**config.mk**
```make
export PLATFORM = sky130hd
export DESIGN_NAME = mmio_ram
export DESIGN_NICKNAME = d
export VERILOG_FILES = /design/src/rtl/mmio_pkg.sv /design/src/rtl/mmio_in_port.sv /design/src/rtl/mmio_ram.sv
export SDC_FILE = /design/constraint.sdc
export NUM_CORES = 2
export LEC_CHECK = 0
export ABC_AREA = 0
export BUFFER_PORTS_ARGS = -buffer_cell sky130_fd_sc_hd__buf_4
export CAP_MARGIN = 20
export CELL_PAD_IN_SITES_DETAIL_PLACEMENT = 2
export CELL_PAD_IN_SITES_GLOBAL_PLACEMENT = 2
export CORE_ASPECT_RATIO = 0.75
export CORE_MARGIN = 2
export CORE_UTILIZATION = 25
export CTS_BUF_LIST = sky130_fd_sc_hd__clkbuf_8
export CTS_CLUSTER_DIAMETER = 100
export CTS_CLUSTER_SIZE = 8
export DETAILED_ROUTE_END_ITERATION = 8
export GPL_ROUTABILITY_DRIVEN = 0
export HOLD_SLACK_MARGIN = 0.1
export PLACE_DENSITY_LB_ADDON = 0.1
export RECOVER_POWER = 50
export REMOVE_ABC_BUFFERS = 1
export SETUP_SLACK_MARGIN = 0.15
export SYNTH_ARGS = -nofsm -noshare
export SYNTH_HDL_FRONTEND = slang
export SYNTH_SLANG_ARGS = --single-unit
```
**constraint.sdc**
```tcl
create_clock -name clk -period 6.87 [get_ports clk]
set_input_delay 0.687 -clock clk [delete_from_list [all_inputs] [get_ports clk]]
set_output_delay 0.687 -clock clk [all_outputs]
set_load 0.01 [all_outputs]
```
**src/rtl/mmio_pkg.sv**
```systemverilog
// Shared constants for the memory-mapped RAM: default parameters, region codes
// and map offsets. Offsets are counted downward from the top word of the map.
package mmio_pkg;

    localparam int DEF_DW    = 8;
    localparam int DEF_AW    = 8;
    localparam int DEF_N_IN  = 7;
    localparam int DEF_N_OUT = 1;

    typedef enum logic [1:0] {
        RGN_RAM    = 2'd0,
        RGN_IN     = 2'd1,
        RGN_STATUS = 2'd2,
        RGN_OUT    = 2'd3
    } region_e;

    function automatic int unsigned in_base_off();
        return 0;
    endfunction

    function automatic int unsigned status_off(input int unsigned n_in);
        return n_in;
    endfunction

    function automatic int unsigned out_base_off(input int unsigned n_in);
        return n_in + 1;
    endfunction

endpackage

```
**src/rtl/mmio_in_port.sv**
```systemverilog
// One memory-mapped input port: optional two-flop synchroniser, sample register
// and sticky change-detect bit. Build with MMIO_RAM_INSYNC_EN to add the synchroniser.
module mmio_in_port #(
    parameter int DW = 8
) (
    input  logic          clk,
    input  logic          rst_n,
    input  logic [DW-1:0] din,
    input  logic          clr,
    output logic [DW-1:0] sample,
    output logic          changed
);

    logic [DW-1:0] src;

`ifdef MMIO_RAM_INSYNC_EN
    logic [DW-1:0] sync1_reg;
    logic [DW-1:0] sync2_reg;

    always_ff @(posedge clk) begin
        if (!rst_n) begin
            sync1_reg <= '0;
            sync2_reg <= '0;
        end else begin
            sync1_reg <= din;
            sync2_reg <= sync1_reg;
        end
    end

    assign src = sync2_reg;
`else
    assign src = din;
`endif

    logic [DW-1:0] sample_reg;
    logic          primed_reg;
    logic          chg_reg;

    // The first sample after reset only preloads; it never counts as a change.
    always_ff @(posedge clk) begin
        if (!rst_n) begin
            sample_reg <= '0;
            primed_reg <= 1'b0;
            chg_reg    <= 1'b0;
        end else begin
            sample_reg <= src;
            primed_reg <= 1'b1;
            chg_reg    <= (chg_reg & ~clr) | (primed_reg && (src != sample_reg));
        end
    end

    assign sample  = sample_reg;
    assign changed = chg_reg;

endmodule

```
**src/rtl/mmio_ram.sv**
```systemverilog
// Single-port RAM with memory-mapped input ports, change-status register and
// output ports at the top of the map. MMIO_RAM_INSYNC_EN enables input synchronisers.
module mmio_ram
    import mmio_pkg::*;
#(
    parameter int DW    = DEF_DW,
    parameter int AW    = DEF_AW,
    parameter int N_IN  = DEF_N_IN,
    parameter int N_OUT = DEF_N_OUT
) (
    input  logic                clk,
    input  logic                rst_n,
    input  logic                req,
    input  logic                we,
    input  logic [AW-1:0]       addr,
    input  logic [DW-1:0]       wdata,
    output logic [DW-1:0]       rdata,
    output logic                rvalid,
    output logic                err,
    input  logic [N_IN*DW-1:0]  in_data,
    output logic [N_OUT*DW-1:0] out_data,
    output logic                irq
);

    localparam int TOP       = (1 << AW) - 1;
    localparam int RAM_DEPTH = TOP - N_IN - N_OUT;
    localparam int RA        = (RAM_DEPTH > 1) ? $clog2(RAM_DEPTH) : 1;

    logic [AW-1:0] off;
    region_e       region;
    logic          rd_fire;
    logic          wr_fire;
    logic [DW-1:0] in_sample [N_IN];
    logic [N_IN-1:0] chg;
    logic          status_clr;
    logic [DW-1:0] mmio_q_next;

    logic [DW-1:0] out_reg [N_OUT];
    logic [DW-1:0] mmio_q_reg;
    logic [DW-1:0] ram_q_reg;
    logic          sel_ram_reg;
    logic          rvalid_reg;
    logic          err_reg;
    logic [DW-1:0] mem [RAM_DEPTH];

    assign rd_fire    = rst_n && req && !we;
    assign wr_fire    = rst_n && req && we;
    assign off        = AW'(TOP) - addr;
    assign status_clr = rd_fire && (region == RGN_STATUS);

    always_comb begin
        region = RGN_RAM;
        if (off < AW'(in_base_off() + N_IN))
            region = RGN_IN;
        else if (off == AW'(status_off(N_IN)))
            region = RGN_STATUS;
        else if (off < AW'(out_base_off(N_IN) + N_OUT))
            region = RGN_OUT;
    end

    always_comb begin
        mmio_q_next = '0;
        case (region)
            RGN_IN: begin
                for (int k = 0; k < N_IN; k++)
                    if (off == AW'(in_base_off() + k)) mmio_q_next = in_sample[k];
            end
            RGN_STATUS: mmio_q_next = DW'(chg);
            RGN_OUT: begin
                for (int j = 0; j < N_OUT; j++)
                    if (off == AW'(out_base_off(N_IN) + j)) mmio_q_next = out_reg[j];
            end
            default: mmio_q_next = '0;
        endcase
    end

    generate
        for (genvar gi = 0; gi < N_IN; gi++) begin : g_in
            mmio_in_port #(.DW(DW)) u_port (
                .clk     (clk),
                .rst_n   (rst_n),
                .din     (in_data[gi*DW +: DW]),
                .clr     (status_clr),
                .sample  (in_sample[gi]),
                .changed (chg[gi])
            );
        end
        for (genvar gi = 0; gi < N_OUT; gi++) begin : g_out
            assign out_data[gi*DW +: DW] = out_reg[gi];
        end
    endgenerate

    always_ff @(posedge clk) begin
        if (!rst_n) begin
            rvalid_reg  <= 1'b0;
            err_reg     <= 1'b0;
            mmio_q_reg  <= '0;
            sel_ram_reg <= 1'b0;
            for (int j = 0; j < N_OUT; j++) out_reg[j] <= '0;
        end else begin
            rvalid_reg <= rd_fire;
            err_reg    <= wr_fire && ((region == RGN_IN) || (region == RGN_STATUS));
            if (rd_fire) begin
                sel_ram_reg <= (region == RGN_RAM);
                mmio_q_reg  <= mmio_q_next;
            end
            for (int j = 0; j < N_OUT; j++)
                if (wr_fire && (region == RGN_OUT) && (off == AW'(out_base_off(N_IN) + j)))
                    out_reg[j] <= wdata;
        end
    end

    // RAM keeps its contents across reset; only the request gating sees rst_n.
    always_ff @(posedge clk) begin
        if (wr_fire && (region == RGN_RAM))
            mem[addr[RA-1:0]] <= wdata;
        if (rd_fire && (region == RGN_RAM))
            ram_q_reg <= mem[addr[RA-1:0]];
    end

    assign rdata  = sel_ram_reg ? ram_q_reg : mmio_q_reg;
    assign rvalid = rvalid_reg;
    assign err    = err_reg;
    assign irq    = |chg;

endmodule

```
# Yosys cells after proc, flatten, opt, wreduce, memory -nomap -nowiden
# Memory sizes are Yosys's and may differ from the RTL's. A register that Yosys moved wholly into a read port is not among the register bits.
# Index checks and enable logic that the tools add are counted.
[totals]
wordCells = 101
regBits = 75
n_memories = 2
output_inout_bits = 19
inputBits = 76
ramBits = 1984
[mem_list]
columns = ["memory", "words", "width", "read_ports", "rd_clocked_by_memory_dff", "write_ports", "line_no", "text"]
rows = [
  ["mem", 247, 8, 1, 1, 1, "mmio_ram.sv:44", "logic [DW-1:0] mem [RAM_DEPTH];"],
  ["out_reg", 1, 8, 1, 0, 1, "mmio_ram.sv:38", "logic [DW-1:0] out_reg [N_OUT];"],
]
[op_classes]
muxes = 22
n_lt_le_gt_ge = 2
n_eq_ne = 18
reduce_logical = 22
n_addsub = 1
bitwise = 15
[ops]
columns = ["op", "n"]
rows = [
  ["2-to-1 mux 8 bit", 10],
  ["!= test 8 bit", 7],
  ["== test 8 x 3 -> 1 bit (second input constant)", 4],
  ["case mux 8 bit (3 select lines)", 1],
  ["== test 8 x 2 -> 1 bit (second input constant)", 2],
  ["logical AND 1 bit", 16],
  ["== test 8 x 1 -> 1 bit (second input constant)", 1],
  ["== test 8 x 4 -> 1 bit (second input constant)", 1],
  ["zero test 8 bit", 1],
  ["less-than comparator 8 x 3 -> 1 bit (second input constant)", 1],
  ["less-than comparator 8 x 4 -> 1 bit (second input constant)", 1],
  ["2-to-1 mux 1 bit", 8],
  ["OR reduction 8 bit", 1],
  ["subtractor 8 bit (first input constant)", 1],
  ["AND 1 bit", 7],
  ["bitwise OR 1 bit", 7],
  ["OR reduction 7 bit", 1],
  ["2-to-1 mux 2 bit", 3],
  ["== test 2 bit (second input constant)", 2],
  ["== test 2 x 1 -> 1 bit (second input constant)", 1],
  ["zero test 2 bit", 1],
  ["zero test 1 bit", 1],
  ["logical OR 1 bit", 1],
  ["NOT 1 bit", 1],
]

# Longest topological paths before layout
[depth]
depth_word = 13
ltp_mapped = 13

# By module
# A second synthesis with hierarchy kept.
[unflattened]
cells_unflattened = 3967
hier_area_um2 = 80895.1
[by_module_without_submodules]
columns = ["module", "cells_each", "area_each_um2", "instances"]
rows = [
  ["mmio_ram", 3750, 78434.0, 1],
  ["mmio_in_port", 31, 351.6, 7],
]

# Worst setup path before layout
# No wires, ideal clock.
[synth_timing]
path_kind = "input port to flip-flop"
start = "input port addr[0]"
end = "memory mem[49][0], enable pin"
arrival_ps = 2909
n_path_buf = 8
path_stages = 11
slack_ps = 3591
setup_time_ps = 370
cell_sequence = "buf_6 buf_12 buf_6 buf_4 buf_4 buf_4 nor2b_1 buf_2 nand2_1 buf_2 nor2_1"
[synth_via]
elab_chain_cells = 9
[synth_rtl]
columns = ["item", "line_no", "text"]
rows = [
  ["from (decl)", "mmio_ram.sv:15", "input logic [AW-1:0] addr,"],
  ["subtractor 8 bit", "mmio_ram.sv:48", "assign off = AW'(TOP) - addr;"],
  ["less-than comparator 8 x 4 -> 1 bit", "mmio_ram.sv:57", "else if (off < AW'(out_base_off(N_IN) + N_OUT))"],
  ["2-to-1 mux 2 bit", "mmio_ram.sv:57", ""],
  ["2-to-1 mux 2 bit", "mmio_ram.sv:55", "else if (off == AW'(status_off(N_IN)))"],
  ["2-to-1 mux 2 bit", "mmio_ram.sv:53", "if (off < AW'(in_base_off() + N_IN))"],
  ["zero test 2 bit", "mmio_ram.sv:115", "if (wr_fire && (region == RGN_RAM))"],
  ["logical AND 1 bit", "mmio_ram.sv:115", ""],
  ["2-to-1 mux 1 bit", "mmio_ram.sv:115", ""],
  ["2-to-1 mux 1 bit (implied by the code)", "mmio_ram.sv:116", "mem[addr[RA-1:0]] <= wdata;"],
  ["to (decl)", "mmio_ram.sv:44", ""],
]
# Several ways; a longest one is shown, not always the timed one.

# Worst setup path after layout
[layout_timing]
start = "input port wdata[2]"
end = "memory mem[56][2], data pin"
[layout_lines]
columns = ["item", "line_no", "text"]
rows = [
  ["from (decl)", "mmio_ram.sv:16", "input logic [DW-1:0] wdata,"],
]
# No word-level cell before the write port.

==> impl_metrics.env <==
export IMPL_antenna_found_initial=23
export IMPL_drtIter0Drc=3667
export IMPL_worst_path_buf_inv=2
export IMPL_largest_register_ffs=1976
export IMPL_drive_gt1_share_pct=27.7
export IMPL_cp_max_fo=68
export IMPL_period_share_pct=73.4
export IMPL_startpoint_type="input port"
export IMPL_dieArea_sq_um=327000
export IMPL_crit_chain="clkbuf_1, clkbuf_2"
export IMPL_numCtsBuffers=300
export IMPL_crit_slowest_cell="clkbuf_1"
export IMPL_finish_instance_area_sq_um=92200
export IMPL_clkTransAtPathRegs_ps=60
export IMPL_hold_class="in2reg"
export IMPL_cap_violations=13
export IMPL_post_drt_wl_per_cell_microns=34.3
export IMPL_clock_latency_ps=1000
export IMPL_worstSetupEndpointType="flop"
export IMPL_drtPass1Iterations=5
export IMPL_drc=0
export IMPL_maxSlewHeadroom_pct=-264
export IMPL_yosysSeqAreaShare_pct=76.0
export IMPL_gr_total_overflow=0
export IMPL_r2r_start="mem[229][6]"
export IMPL_cts_root_buf="clkbuf_8"
export IMPL_grt_pass1_wl_microns=397000
export IMPL_io_buffers=94
export IMPL_min_delay_start="wdata[7]"
export IMPL_worst_path_largest_cell_delay_ps=3150
export IMPL_fin_nets=4203
export IMPL_p_leak_nw=27.8
export IMPL_fin_setup_tns_ps=0
export IMPL_grt_max_degree=148
export IMPL_cts_max_path_buffers=4
export IMPL_vias_per_cell=4.75
export IMPL_cts_tree="done"
export IMPL_postLayoutCoreUtil_pct=28.7
export IMPL_crit_required_ps=7390
export IMPL_drtAntennaViolNets=0
export IMPL_dpl_instance_area_sq_um=87100
export IMPL_synthCells=3758
export IMPL_period_needed_ps=5050
export IMPL_worstMarginPinSlew_ps=5470
export IMPL_rows=180
export IMPL_worstSetupStartpoint="wdata[2]"
export IMPL_max_freq_ghz=0.198
export IMPL_netlist_area_sq_um=80700
export IMPL_clock_skew_final_ps=62.8
export IMPL_critical_path_class="in2reg"
export IMPL_switchingPower_mw=5.91
export IMPL_switching_share_pct=24.3
export IMPL_stdcell_count=8471
export IMPL_start_util_pct=25.1
export IMPL_die_width_microns=660
export IMPL_post_dp_hpwl_microns=180000
export IMPL_pwr_share_seq_pct=57.0
export IMPL_rsz0062_at_grt="false"
export IMPL_clock_sinks=2067
export IMPL_synth_edf_count=1992
export IMPL_area_growth_pct=14.2
export IMPL_synth_seq_cells=2067
export IMPL_cpLargestDelayFamily="buffers and inverters"
export IMPL_synth_flop_cell="edfxtp_1"
export IMPL_violations="capacitance limit, slew limit"
export IMPL_drv_slew=837
export IMPL_ys_warnings_count=0
export IMPL_dpl_cell_count=8038
export IMPL_htree_num_levels=5
export IMPL_status="finished, violations left"
export IMPL_vias=40300
export IMPL_comb_power_share_pct=6.3
export IMPL_syn_avg_cell_area_sq_um=21.5
export IMPL_grt_pass1_vias=43100
export IMPL_finalHoldViolCount=0
export IMPL_worstPathArrival_ps=5570
export IMPL_setup_violations=0
export IMPL_intPower_mw=18.4
export IMPL_routed_wl_microns=290000
export IMPL_boundaryPins=95
export IMPL_coreArea_sq_um=321000
export IMPL_vdd_drop_max_mv=0.115
export IMPL_async_flop_share_pct=0
export IMPL_p_per_area_nw_per_um2=264
export IMPL_fp_dieH_microns=496
export IMPL_power_frac_clock_pct=36.7
export IMPL_ys_types=66
export IMPL_grt_util_all_layers_pct=17.6
[final timing paths]
check,endpoint,slack [ps],depth (start not counted)
hold reg to reg,mmio_q_reg[1],490,2
setup reg to reg,ram_q_reg[6],3530,6
setup / recovery,mem[56][2],1820,2
hold / removal,mem[199][7],290,1
[layout by cell type, fill, tap and decap left out, drive strengths merged, types with 5 or more instances in the layout]
master and n:
xnor2 56, mux4 557, nor2 288, clkbuf 327, a221oi 10, nor3 17, mux2 28, nand3 21
buf 212, nand2 84, diode 8, o22ai 12, edfxtp 1992, mux2i 84, nand4 23, dlygate4sd3 60
and2 68, a21oi 30, o32ai 17, nor2b 15, a21boi 7, dfxtp 75, clkinvlp 5, o21ai 36
nor4 8, inv 49, a22oi 39
[synthesized netlist by cell type, types with 15 or more instances]
cell type  instances  area share [%]
nand4_1           23            0.18
clkbuf_1          94            0.44
and2_1            68            0.53
a22oi_1           37            0.34
a21oi_1           30            0.19
nand3_1           21            0.13
mux2i_1           84             1.0
o32ai_1           17            0.18
mux2_2            28            0.39
nand2_1           84            0.39
buf_2             50            0.31
buf_6             25            0.35
buf_4             30            0.28
xnor2_1           56            0.61
nor3_1            17            0.11
nor2b_1           15            0.12
o21ai_0           34            0.21
nor2_1           288             1.3
dfxtp_1           75             1.9
mux4_2           554              15
edfxtp_1        1992              74
[what timing repair did]
action                    CTS  global route
hold buffers               60             0
buffers inserted            0             0
gates resized for setup     0             0
hold endpoints to repair  110             0
[final cells by class]
class                      instances  area, sq um
antenna                            8         20.0
clock buffer                     310         4270
clock inverter                    51          259
fill                           32300       229000
inverter                           6         30.0
multi-input combinational       1463        18200
sequential                      2067        61300
tap                             4277         5350
timing repair buffer             289         2740
[metal layers]
layer / global-route usage [%] / vias up / part of all wire, %
li1: - / 16200 / -
met2: 25.4 / 866 / 43
met5: 0 / - / 0
met3: 2.11 / 314 / 3.5
met4: 3.08 / 0 / 1.6
met1: 28.3 / 22900 / 52
[power by group through the flow]
stage	clock [mW]	combinational (mW)	sequential, mW
floorplan	0	0.539	14.1
global placement	0	1.53	14.1
detailed placement	0	1.54	14.1
CTS	9.30	1.57	13.9
global route	9.72	1.61	13.9
finish	8.94	1.53	13.9
[logic make-up after synthesis]
logic type | synth area share, %
AOI/OAI and AO/OA | 1.72
and+or+nand+nor | 3.05
xor gates and xnor gates | 0.608
muxes | 17.0
buffers and inverters | 1.65
DFF | 76.0
[through the flow]
| stage | hold WS (ps) | power (mW) | setup WS (ps) |
|---|---|---|---|
| global route | 239 | 25.2 | 1510 |
| finish | 287 | 24.3 | 1820 |
| floorplan | 429 | 14.7 | 2420 |
| global placement | 457 | 15.7 | 1770 |
| CTS | 112 | 24.7 | 3060 |
| detailed placement | 478 | 15.7 | 1930 |
(Power assumes the default switching activity.)
